`src/rtl/ram_rd_pkg.sv`:
```
// Shared types and sizing helpers for the block RAM reader.
package ram_rd_pkg;

  typedef enum logic [1:0] {
    IDLE  = 2'd0,
    ISSUE = 2'd1,
    DRAIN = 2'd2
  } rd_state_t;

  // Count width must hold 0..depth inclusive.
  function automatic int fifo_count_width(input int depth);
    return $clog2(depth) + 1;
  endfunction

endpackage

```
`src/rtl/ram_rd_fifo.sv`:
```
// Small synchronous FIFO holding returned RAM words plus their last tag.
module ram_rd_fifo import ram_rd_pkg::*; #(
  parameter int WIDTH = 33,
  parameter int DEPTH = 4,
  parameter int CW    = fifo_count_width(DEPTH)
) (
  input  logic             clock,
  input  logic             reset,
  input  logic             push,
  input  logic [WIDTH-1:0] push_data,
  input  logic             pop,
  output logic [WIDTH-1:0] head,
  output logic [CW-1:0]    count,
  output logic             empty,
  output logic             full
);

  localparam int PW = $clog2(DEPTH);

  logic [WIDTH-1:0] mem [DEPTH];
  logic [PW-1:0]    wr_ptr;
  logic [PW-1:0]    rd_ptr;
  logic             do_push;
  logic             do_pop;

  assign empty   = (count == '0);
  assign full    = (count == CW'(DEPTH));
  assign do_pop  = pop && !empty;
  assign do_push = push && (!full || do_pop);
  assign head    = mem[rd_ptr];

  // Pointers wrap naturally because DEPTH is a power of two.
  always_ff @(posedge clock) begin
    if (reset) begin
      wr_ptr <= '0;
      rd_ptr <= '0;
      count  <= '0;
    end else begin
      if (do_push) wr_ptr <= wr_ptr + 1'b1;
      if (do_pop)  rd_ptr <= rd_ptr + 1'b1;
      case ({do_push, do_pop})
        2'b10:   count <= count + 1'b1;
        2'b01:   count <= count - 1'b1;
        default: count <= count;
      endcase
    end
  end

  always_ff @(posedge clock) begin
    if (do_push) mem[wr_ptr] <= push_data;
  end

endmodule

```
`src/rtl/ram_dp_block_reader.sv`:
```
// Block-read initiator: issues one RAM read per cycle under a FIFO credit
// limit and streams the returned words in order with last/done framing.
module ram_dp_block_reader import ram_rd_pkg::*; #(
  parameter int DATA_WIDTH   = 32,
  parameter int ADDR_WIDTH   = 10,
  parameter int LEN_WIDTH    = 11,
  parameter int READ_LATENCY = 2,
  parameter int FIFO_DEPTH   = 4
) (
  input  logic                  clock,
  input  logic                  reset,
  input  logic                  cmd_valid,
  output logic                  cmd_ready,
  input  logic [ADDR_WIDTH-1:0] cmd_addr,
  input  logic [LEN_WIDTH-1:0]  cmd_len,
  output logic [ADDR_WIDTH-1:0] ram_rdaddress,
  output logic                  ram_rden,
  output logic                  ram_rdclken,
  input  logic [DATA_WIDTH-1:0] ram_q,
  output logic                  out_valid,
  input  logic                  out_ready,
  output logic [DATA_WIDTH-1:0] out_data,
  output logic                  out_last,
  output logic                  busy,
  output logic                  done
);

  localparam int CW = fifo_count_width(FIFO_DEPTH);

  rd_state_t             state;
  rd_state_t             state_next;
  logic [ADDR_WIDTH-1:0] cur_addr;
  logic [LEN_WIDTH-1:0]  remaining;
  logic                  zero_done;
  logic [READ_LATENCY-1:0] pipe_valid;
  logic [READ_LATENCY-1:0] pipe_last;
  logic [CW-1:0]         inflight;
  logic [CW-1:0]         fifo_count;
  logic [CW:0]           credit;
  logic                  fifo_empty;
  logic                  fifo_full;
  logic [DATA_WIDTH:0]   fifo_head;
  logic                  accept;
  logic                  issue;
  logic                  issue_last;
  logic                  pop;
  logic                  push;

  // Handshakes: a transfer happens on any rising edge where valid && ready;
  // valid never depends on ready, and held data stays stable until accepted.
  assign accept     = cmd_valid && cmd_ready;
  assign pop        = out_valid && out_ready;
  assign push       = pipe_valid[READ_LATENCY-1];
  assign issue_last = issue && (remaining == LEN_WIDTH'(1));
  assign credit     = {1'b0, fifo_count} + {1'b0, inflight};

  always_comb begin
    inflight = '0;
    for (int i = 0; i < READ_LATENCY; i++) inflight = inflight + CW'(pipe_valid[i]);
  end

  always_ff @(posedge clock) begin
    if (reset) state <= IDLE;
    else       state <= state_next;
  end

  always_comb begin
    state_next = state;
    case (state)
      IDLE:    if (accept && cmd_len != '0) state_next = ISSUE;
      ISSUE:   if (issue_last)              state_next = DRAIN;
      DRAIN:   if (pop && out_last)         state_next = IDLE;
      default:                              state_next = IDLE;
    endcase
  end

  // Credit uses registered occupancy only, so a same-cycle pop is not counted.
  always_comb begin
    cmd_ready = (state == IDLE) && !reset;
    busy      = (state != IDLE);
    issue     = (state == ISSUE) && (remaining != '0) &&
                (credit < (CW+1)'(FIFO_DEPTH));
    done      = zero_done || ((state == DRAIN) && pop && out_last);
  end

  always_ff @(posedge clock) begin
    if (reset) begin
      cur_addr   <= '0;
      remaining  <= '0;
      zero_done  <= 1'b0;
      pipe_valid <= '0;
      pipe_last  <= '0;
    end else begin
      zero_done <= accept && (cmd_len == '0);
      if (accept) begin
        cur_addr  <= cmd_addr;
        remaining <= cmd_len;
      end else if (issue) begin
        cur_addr  <= cur_addr + 1'b1;
        remaining <= remaining - 1'b1;
      end
      pipe_valid[0] <= issue;
      pipe_last[0]  <= issue_last;
      for (int i = 1; i < READ_LATENCY; i++) begin
        pipe_valid[i] <= pipe_valid[i-1];
        pipe_last[i]  <= pipe_last[i-1];
      end
    end
  end

  assign ram_rden      = issue;
  assign ram_rdaddress = cur_addr;
  assign ram_rdclken   = 1'b1;

  ram_rd_fifo #(
    .WIDTH (DATA_WIDTH + 1),
    .DEPTH (FIFO_DEPTH),
    .CW    (CW)
  ) u_fifo (
    .clock     (clock),
    .reset     (reset),
    .push      (push),
    .push_data ({pipe_last[READ_LATENCY-1], ram_q}),
    .pop       (pop),
    .head      (fifo_head),
    .count     (fifo_count),
    .empty     (fifo_empty),
    .full      (fifo_full)
  );

  assign out_valid = !fifo_empty;
  assign out_data  = fifo_head[DATA_WIDTH-1:0];
  assign out_last  = !fifo_empty && fifo_head[DATA_WIDTH];

  // The credit limit makes a push into a full FIFO impossible.
  always_ff @(posedge clock) begin
    if (!reset) assert (!(push && fifo_full && !pop));
  end

endmodule
```
`config.mk`:
```
export PLATFORM = sky130hd
export DESIGN_NAME = ram_dp_block_reader
export DESIGN_NICKNAME = d
export VERILOG_FILES = /design/src/rtl/ram_rd_pkg.sv /design/src/rtl/ram_rd_fifo.sv /design/src/rtl/ram_dp_block_reader.sv
export SDC_FILE = /design/constraint.sdc
export NUM_CORES = 1
export LEC_CHECK = 0
export CAP_MARGIN = 20
export CORE_ASPECT_RATIO = 0.75
export CORE_MARGIN = 2
export CORE_UTILIZATION = 40
export DETAILED_ROUTE_END_ITERATION = 7
export REMOVE_ABC_BUFFERS = 1
export SYNTH_ARGS = -nofsm -noshare
export SYNTH_HDL_FRONTEND = slang
export SYNTH_SLANG_ARGS = --single-unit
```
`constraint.sdc`:
```
create_clock -name clock -period 4.8 [get_ports clock]
set_input_delay 0.72 -clock clock [delete_from_list [all_inputs] [get_ports clock]]
set_output_delay 0.72 -clock clock [all_outputs]
set_load 0.02 [all_outputs]
```
==> impl_metrics.yaml <==
status:
  status: "completed"
timing:
  rsz0062_at_grt: "false"
  hold_viol_final: 0
  fin_crit_ns: 3.48
  fin_skew_ns: 0.0125
  relSlewSlack_pct: 37.7
  finalCritPeriodShare_pct: 72.5
  setup-tns-final_ns: 0
  max_freq_ghz: 0.287
  setup_viol: 0
  worst_slew_pin_slew_ns: 0.935
  holdWs_ns: 0.440
  slew_viol_final: 0
pwr:
  power.share.switching_pct: 29.2
  p_int_mw: 2.98
  switchingPower_mw: 1.23
  p_leak_nw: 2.81
  pwr-share-seq_pct: 42.2
  pwr-share-comb_pct: 24.7
  ir_drop_mv: 0.254
  clockPowerShare_pct: 33.1
  p_per_area_nw_per_um2: 486
yosys:
  yosys-top-cells-area: "edfxtp_1, mux4_2, dfxtp_1"
  syn-mean-instance-area_sq_um: 16.4
  yosys_warnings: 0
  ys_ff_latch: 169
  synth_top_area_cell: "edfxtp_1"
  netlist.area_leader.share_pct: 58.1
  synth_commonest_cells: "edfxtp_1, dfxtp_1, mux4_2"
  seq_area_frac_synth_pct: 69.0
  syn_inst: 415
  yosysMostFrequentCell: "edfxtp_1"
  netlist_area_sq_um: 6820
  synthArstFlopShare_pct: 0
  synth_flop_cell: "edfxtp_1"
  ys_types: 62
  synth_edf_count: 132
worst_setup_path:
  regToRegSetupSlack_ns: 2.35
  r2r_cells: 10
  endpoint_kind: "output port"
  start_kind: "flop"
  critical_path_class: "reg -> out"
  reg2reg_from: "pipe_valid[1]$_SDFF_PP0_"
  cp.required_ns: 4.08
  critPathMaxFanout: 19
  arrival_ns: 2.76
  timing.rr.end: "ram_rdaddress[8]$_SDFFE_PP0P_"
min_path:
  hold_depth: 1
  min_to: "pipe_last[1]$_SDFF_PP0_"
  worstHoldStart: "pipe_last[0]$_SDFF_PP0_"
  holdCritPathClass: "reg -> reg"
global_routing:
  grt_use_met2_pct: 24.1
  grt_pass1_wl_um: 21200
  grtUsageTotal_pct: 15.7
  antenna_found_initial: 0
  grt_overflow: 0
  top_usage_layer: "met2"
  grt_max_degree: 34
  grt_util_met1_pct: 21.3
  gr-usage-met3_pct: 3.94
  first_global_vias: 3992
die:
  ioPinCount: 106
  rows: 41
  die_h_um: 117
  die-area_sq_um: 18100
  core_sq_um: 16800
  chipWidth_um: 155
  start_util_pct: 40.6
routing:
  vias: 3965
  drtAntennaViolNets: 0
  dr.pass1.iters: 4
  wl_per_cell_um: 18.2
  via_per_inst: 5.29
  drc: 0
  drtIter0Drc: 270
  drt-total-wl_um: 13700
clocking:
  ctsResizeCount: 0
  cts.sinks: 169
  clk_latency_ns: 0.42
  ctsRootBufferMaster: "clkbuf_16"
  postCtsSetupBuffers: 0
  cts_buffers: 17
  ctsHoldBuffers: 0
  cts_tree: "yes"
  clk_path_buf_depth: 2
  clkTransAtPathRegs_ns: 0.07
  htreeDepth: 4
place:
  gp_congestion: 0.856
  dp_hpwl_um: 8760
  numPortBuffers: 104
final_layout:
  n_antenna_cell: 0
  syn_to_final_growth_pct: 27.1
  drive_gt1_share_pct: 16.8
  fin_nets: 590
flow_run:
  drv_cap: 0
-- registers in the layout (all words and copies together), names as in the netlist, named ones only --
register       flops
ram_rdaddress     10
u_fifo.count       3
remaining         11
u_fifo.wr_ptr      2
zero_done          1
pipe_valid         2
pipe_last          2
state              2
u_fifo.rd_ptr      2
u_fifo.mem       132
-- layout make-up --
cell class,instances,area (sq um)
flip-flops and latches,169,4710
repair buffers,106,1060
well taps,215,269
clock inverters,15,183
fillers,1381,8110
multi-input cells,213,1970
clock buffers,17,425
inverters,15,56.3
-- how the worst max path moves through the flow --
| stage | from | to | cells past startpoint |
|---|---|---|---|
| 2_1_floorplan | flop | out_last | 2 |
| 3_3_place_gp | flop | out_data[22] | 3 |
| 3_5_place_dp | reset | ram_rdaddress[9]$_SDFFE_PP0P_ | 7 |
| 4_1_cts | flop | out_data[22] | 3 |
| 5_1_grt | flop | out_data[22] | 3 |
| 6_report | flop | out_data[22] | 3 |
-- layout by cell type, fill, tap and decap left out, types with 6 or more instances in the layout --
cell             count
a211oi_1             6
a21oi_1              8
clkbuf_16           17
clkdlybuf4s50_1    104
dfxtp_1             35
edfxtp_1           132
ha_1                10
inv_1               13
mux4_2              33
nand2_1             21
nand3_1             10
nor2_1              23
nor3_1              10
nor4_1               7
xnor2_1              6
-- through the flow --
step	setup slack (ns)	total power, mW	util (%)	instance area (sq um)	std cells
floorplan	1.69	2.44	-	6730	397
global placement	1.69	2.85	48.0	8060	718
detailed placement	1.61	2.86	48.0	8060	718
CTS	1.21	4.26	51.7	8670	750
global route	1.12	4.40	51.7	8670	750
finish	1.32	4.21	51.7	8670	750
-- cell families after synthesis --
logic type / count (synthesis) / share of synthesized area, %
xor gates and xnor gates: 11 / 1.41
other: 1 / 0.0550
muxes: 34 / 11.0
and+or+nand+nor: 108 / 9.10
AOI/OAI and AO/OA: 48 / 5.07
buffers and inverters: 33 / 2.18
adders and majority gates: 11 / 2.13
DFF: 169 / 69.0
-- power by group through the flow --
stage	registers, mW	logic, mW	clock network (mW)
6_report	1.78	1.04	1.39
3_5_place_dp	1.81	1.04	0
3_3_place_gp	1.81	1.04	0
5_1_grt	1.80	1.12	1.48
4_1_cts	1.78	1.05	1.42
2_1_floorplan	1.81	0.627	0
-- layer usage --
metal  wire, um  part of all wire [%]
met1       6280                    46
met2       6330                    46
met3        832                   6.1
met4        225                   1.6
met5          0                     0
-- worst max-delay path, stage by stage (launching register included) --
cell and delay, ns:
dfxtp_2 0.78, buf_4 0.42, mux4_2 0.56, clkdlybuf4s50_1 0.56
No activity file was read; power rests on OpenSTA's default activity.
